## config.mk

```make
export PLATFORM = sky130hd
export DESIGN_NAME = present80_dec
export DESIGN_NICKNAME = d
export VERILOG_FILES = /design/src/rtl/present80_pkg.sv /design/src/rtl/present80_key_sched.sv /design/src/rtl/present80_dec.sv
export SDC_FILE = /design/constraint.sdc
export NUM_CORES = 1
export LEC_CHECK = 0
export BUFFER_PORTS_ARGS = -buffer_cell sky130_fd_sc_hd__buf_2
export CELL_PAD_IN_SITES_DETAIL_PLACEMENT = 1
export CELL_PAD_IN_SITES_GLOBAL_PLACEMENT = 2
export CORE_MARGIN = 3
export CORE_UTILIZATION = 33
export CTS_CLUSTER_SIZE = 14
export DETAILED_ROUTE_END_ITERATION = 16
export PLACE_DENSITY = 0.76
export SETUP_SLACK_MARGIN = 0.3
export SYNTH_ARGS = -nofsm -noshare
export SYNTH_HDL_FRONTEND = slang
export SYNTH_SLANG_ARGS = --single-unit
```

## constraint.sdc

```tcl
create_clock -name clk -period 2 [get_ports clk]
set_input_delay 0.1 -clock clk [delete_from_list [all_inputs] [get_ports clk]]
set_output_delay 0.1 -clock clk [all_outputs]
set_load 0.005 [all_outputs]
```

## src/rtl/present80_pkg.sv

```systemverilog
// Shared constants, S-box tables, FSM encoding and layer helpers for the PRESENT-80 decryptor.
package present80_pkg;

   localparam int BLOCK_W = 64;
   localparam int KEY_W   = 80;
   localparam logic [4:0] ROUNDS = 5'd31;

   typedef enum logic [1:0] {
      ST_IDLE   = 2'd0,
      ST_KEYGEN = 2'd1,
      ST_ROUND  = 2'd2,
      ST_FINAL  = 2'd3
   } state_t;

   localparam logic [3:0] SBOX [16] = '{
      4'hC, 4'h5, 4'h6, 4'hB, 4'h9, 4'h0, 4'hA, 4'hD,
      4'h3, 4'hE, 4'hF, 4'h8, 4'h4, 4'h7, 4'h1, 4'h2
   };

   localparam logic [3:0] INV_SBOX [16] = '{
      4'h5, 4'hE, 4'hF, 4'h8, 4'hC, 4'h1, 4'h2, 4'hD,
      4'hB, 4'h4, 4'h6, 4'h3, 4'h0, 4'h7, 4'h9, 4'hA
   };

   // Forward pLayer moves bit i to 16*i mod 63, so the inverse gathers from there.
   function automatic logic [BLOCK_W-1:0] inv_player(input logic [BLOCK_W-1:0] s);
      logic [BLOCK_W-1:0] o;
      o = '0;
      for (int i = 0; i < 63; i++) begin
         o[i] = s[(i * 16) % 63];
      end
      o[63] = s[63];
      return o;
   endfunction

   function automatic logic [BLOCK_W-1:0] inv_slayer(input logic [BLOCK_W-1:0] s);
      logic [BLOCK_W-1:0] o;
      o = '0;
      for (int i = 0; i < 16; i++) begin
         o[i*4 +: 4] = INV_SBOX[s[i*4 +: 4]];
      end
      return o;
   endfunction

endpackage

```

## src/rtl/present80_key_sched.sv

```systemverilog
// Combinational PRESENT-80 key update, forward (inv=0) or inverse (inv=1), for round counter rc.
module present80_key_sched
   import present80_pkg::*;
(
   input  logic [KEY_W-1:0] key,
   input  logic [4:0]       rc,
   input  logic             inv,
   output logic [KEY_W-1:0] next_key
);

   logic [KEY_W-1:0] fwd;
   logic [KEY_W-1:0] bwd_pre;
   logic [KEY_W-1:0] bwd;

   always_comb begin
      fwd          = {key[18:0], key[79:19]};
      fwd[79:76]   = SBOX[fwd[79:76]];
      fwd[19:15]   = fwd[19:15] ^ rc;

      // Undo the forward steps in reverse order: counter XOR, S-box, then rotate back.
      bwd_pre        = key;
      bwd_pre[19:15] = bwd_pre[19:15] ^ rc;
      bwd_pre[79:76] = INV_SBOX[bwd_pre[79:76]];
      bwd            = {bwd_pre[60:0], bwd_pre[79:61]};

      next_key = inv ? bwd : fwd;
   end

endmodule

```

## src/rtl/present80_dec.sv

```systemverilog
// Iterative PRESENT-80 decryptor: derive K32 forward, then peel rounds back to K1.
// Optional key cache enabled by defining PRESENT80_DEC_KEYCACHE_EN.
module present80_dec
   import present80_pkg::*;
(
   input  logic               clk,
   input  logic               reset,
   input  logic               load,
   input  logic [BLOCK_W-1:0] indata,
   input  logic [KEY_W-1:0]   key,
   output logic [BLOCK_W-1:0] outdata,
   output logic               done,
   output logic               busy
);

   state_t             fsm;
   logic [4:0]         rc;
   logic [BLOCK_W-1:0] st;
   logic [KEY_W-1:0]   kreg;
   logic [KEY_W-1:0]   ks_out;
   logic               ks_inv;

   assign ks_inv = (fsm == ST_ROUND);
   assign busy   = (fsm != ST_IDLE);

   present80_key_sched u_key_sched (
      .key      (kreg),
      .rc       (rc),
      .inv      (ks_inv),
      .next_key (ks_out)
   );

`ifdef PRESENT80_DEC_KEYCACHE_EN
   logic [KEY_W-1:0] cache_ukey;
   logic [KEY_W-1:0] cache_k32;
   logic             cache_valid;
   logic             cache_hit;

   assign cache_hit = cache_valid && (key == cache_ukey);
`endif

   always_ff @(posedge clk or negedge reset) begin
      if (!reset) begin
         fsm     <= ST_IDLE;
         rc      <= '0;
         st      <= '0;
         kreg    <= '0;
         outdata <= '0;
         done    <= 1'b0;
`ifdef PRESENT80_DEC_KEYCACHE_EN
         cache_ukey  <= '0;
         cache_k32   <= '0;
         cache_valid <= 1'b0;
`endif
      end else if (load) begin
         st   <= indata;
         done <= 1'b0;
`ifdef PRESENT80_DEC_KEYCACHE_EN
         if (cache_hit) begin
            kreg <= cache_k32;
            rc   <= ROUNDS;
            fsm  <= ST_ROUND;
         end else begin
            // The user key is remembered now; the entry becomes valid once K32 exists.
            kreg        <= key;
            rc          <= 5'd1;
            fsm         <= ST_KEYGEN;
            cache_ukey  <= key;
            cache_valid <= 1'b0;
         end
`else
         kreg <= key;
         rc   <= 5'd1;
         fsm  <= ST_KEYGEN;
`endif
      end else begin
         case (fsm)
            ST_KEYGEN: begin
               kreg <= ks_out;
               if (rc == ROUNDS) begin
                  fsm <= ST_ROUND;
`ifdef PRESENT80_DEC_KEYCACHE_EN
                  cache_k32   <= ks_out;
                  cache_valid <= 1'b1;
`endif
               end else begin
                  rc <= rc + 5'd1;
               end
            end
            ST_ROUND: begin
               st   <= inv_slayer(inv_player(st ^ kreg[79:16]));
               kreg <= ks_out;
               rc   <= rc - 5'd1;
               if (rc == 5'd1) begin
                  fsm <= ST_FINAL;
               end
            end
            ST_FINAL: begin
               outdata <= st ^ kreg[79:16];
               done    <= 1'b1;
               fsm     <= ST_IDLE;
            end
            default: begin
               fsm <= ST_IDLE;
            end
         endcase
      end
   end

endmodule

```

==> impl_results.md <==
- First-pass GRT wire length: 92300 µm
- Pwr/cell area: 2010 nW/µm²
- Final setup violation count: 1
- Number of DRC markers after the initial detailed-route iteration: 949
- Fin worst setup slack: -0.0656 ns
- Category of the critical setup timing path: flip-flop to flip-flop
- Sequential cell area fraction in the yosys report: 0.380
- Met2 layer usage reported by global route: 0.440
- Number of levels the H-tree was split into: 1
- Area enclosed by the die boundary: ~46000 µm²
- Setup crit end kind: flip-flop
- Vias in the first global route: 14307
- Post-synthesis cell type with the largest combined area: dfrtp_1
- Placeable core area: 42200 µm²
- Leading cell type in the layout, fill and taps excluded: buf_2
- Number of nets with antenna violations after detailed routing: 0
- Most congested layer reported by global routing: met2
- Initial antenna violation count: 4
- Slew Limit Fails: 0
- Routability congestion estimate from global placement: 0.886
- Setup Total Neg Slack: -0.0656 ns
- Maximum clock path buffer count: 3
- Avg Cell Area, Syn: 10.1 µm²
- Number of filler cells placed in the layout: 4453
- Wire length reported by the detailed router: 69600 µm
- Final Hold Violating Endpoints: 0
- Portion of synthesized cell area occupied by the leading cell type: 0.380
- Max Clk Rate: 0.484 GHz
- Finished layout cell area: 23100 µm²
- Master of the slowest instance on the critical path: dfrtp_2
- Worst skew pair latency: 0.57 ns
- Cells after synthesis: 1411
- Largest voltage drop on the vdd net: 0.738 mV
- Worst R2R Start: kreg[38]
- Overall die width: between 200 and 250 µm
- Pre-antenna DRT Iters: 5
- Run status: complete, but fails checks
- Clock period minus final worst setup slack: 2.07 ns
- Startpoint Class: flip-flop
- CTS tree: built
- Met1 capacity usage during global routing: 0.352
- Terminus of the critical flop-to-flop path: st[26]
- Synthesis-stage register bit count: 216
- Number of cells in the finished layout apart from fillers: approximately 2500
- Total overflow reported by the global router: 0
- Logic depth of the worst register-to-register path: 7
- Initial core utilization: 0.337
- Violated checks: negative setup slack
- Buffers added on ports: 212
- Max Clock Skew: roughly 0.015 ns
- Worst-Margin Slew: 0.715 ns
- Static leakage power: 10.3 nW
- Cell row count: 75
- Synthesized netlist net count: 1673
- Instance count after placement with tap cells included: about 2200
- DR vias: 14130
- Largest stage delay on the critical path: just over 0.5 ns
- Clk root buf: clkbuf_16
- Cell variety after synth: between 40 and 50
- Cell area reported after detailed placement: about 17000 µm²
- Global-route usage over all layers: 0.271
- Number of enable-type register cells in the synthesized netlist: 0
- DRC violation count after routing: 0
- Routed wire per std cell: about 27 µm
- Number of nets in the layout: 2246
- Ratio of cells with drive above 1 in the final layout: 0.459
- Dominant register cell in the synthesized netlist: dfrtp_1
- Worst relative slew slack: 0.523
- Die span in y: roughly 210 µm
- Max-Cap Viols: 0
- Critical-path cell list: xnor2_4, buf_4, ha_1, mux2i_1, o22ai_2, buf_4, a221o_1
- Worst min path class: input pin to asynchronous set/reset pin
- HPWL Detailed: 42000 µm
- FF-to-FF setup slack: -0.07 ns
- Share of the clock period used by the worst path: 1.03
- Layout overhead on the synthesized area: 62.1%
- Synth async-reset ratio: 1.00
- Critical path fanouts, max: 5
- Maximum number of pins on one net before global-route repair: 121
- Top cells by area in the synthesized netlist: dfrtp_1 (38%), ha_1 (10%), mux2i_1 (7.9%), xnor2_1 (4.4%), mux2_2 (3.8%)
- Data arrival time at the worst-slack endpoint: 2.51 ns
- Crit path top cell by count: buf_4
- Setup repair after global routing missed its margin: true
- Sinks on the clock net: 216
- Via density: 5.55
- Warnings, synthesis: 0
- Cts bufs inserted: 28
- Antenna diodes: 0
- WP buf/inv: 2
- IO Pins: 213
- Leading cell types in the layout, fill and taps excluded: buf_2 (210), buf_4 (190), dfrtp_1 (175)
- Cell family contributing the most delay on the critical path: flip-flops
- Worst EP required: 2.45 ns
- Met3 demand-to-capacity share in global routing: 0.0560
- Register clock-pin slew on the reported worst setup and hold paths: approximately 0.060 ns
- Mapped Area: 14200 µm²
registers in the layout, summed over array words and instances (netlist names):
register / count
done: 1
fsm: 2
kreg: 80
outdata: 64
rc: 5
st: 64
timing repair:
action                     in CTS  in global routing
pin swaps                      69                 89
setup endpoints to repair     109                147
buffers inserted               85                 65
hold buffers                  146                  0
hold endpoints to repair      252                  0
cloned                          9                  6
gates resized for setup       255                190
worst max path at each step:
stage / startpoint / cells past startpoint / end
after floorplan: st[10] / 6 / st[43]
after global placement: fsm[1] / 7 / kreg[37]
after detailed placement: fsm[1] / 7 / kreg[37]
after CTS: kreg[26] / 6 / st[43]
after global routing: kreg[38] / 7 / st[26]
final: kreg[38] / 7 / st[26]
area by class of cell:
class	instances	area [µm²]	area share
clock buffer	40	847	0.0367
clock inverter	11	208	0.00901
inverter	61	241	0.0105
multi-input combinational	1047	10200	0.442
sequential	216	5460	0.237
tap	539	674	0.0293
timing repair buffer	630	5440	0.236
metrics by stage:
| stage | total power, mW | worst slack, ns | utilization | hold WS [ns] |
|---|---|---|---|---|
| 2_1_floorplan | 21.2 | 0.228 | - | -0.196 |
| 3_3_place_gp | 27.9 | -0.183 | 0.397 | 0.158 |
| 3_5_place_dp | 28.7 | -0.218 | 0.397 | 0.150 |
| 4_1_cts | 40.3 | 0.212 | 0.509 | 0.144 |
| 5_1_grt | 48.4 | -0.0509 | 0.546 | 0.168 |
| 6_report | 46.3 | -0.0656 | 0.546 | 0.125 |
cell families (layout without fill, tap and decap cells):
group / Yosys count / count (layout) / synth area share
AND/OR/NAND/NOR: 280 / 280 / 0.0854
AO/OA/AOI/OAI: 389 / 389 / 0.181
XOR/XNOR: 92 / 92 / 0.0762
flip-flops: 216 / 216 / 0.380
adder cells (fa/ha/maj): 115 / 115 / 0.101
buffers and inverters: 148 / 742 / 0.0422
multiplexers: 171 / 171 / 0.133
power breakdown:
part / switching (mW) / internal, mW / total (mW) / leakage (nW)
registers: 2.86 / 6.20 / 9.06 / 2.59
clock network: 2.19 / 3.69 / 5.88 / 0.519
logic: 15.5 / 15.8 / 31.3 / 7.17
total: 20.6 / 25.7 / 46.3 / 10.3
per-layer routing:
layer  up-vias  wire, µm
met4         4      3520
met5         -        23
met1      7212     28400
met2       573     33000
met3       150      4590
li1       6191         -
cells in the mapped netlist, drive strengths merged, types with 20 or more instances:
cell type	number
a21o	39
o21ai	124
nand2b	20
mux2i	112
nand2	134
o22ai	44
xnor2	86
a221o	48
dfrtp	216
clkbuf	50
a21oi	45
buf	37
inv	61
mux2	49
ha	115
nor2	84
a211oi	53
Note: power is estimated with default switching activity, not from simulation.
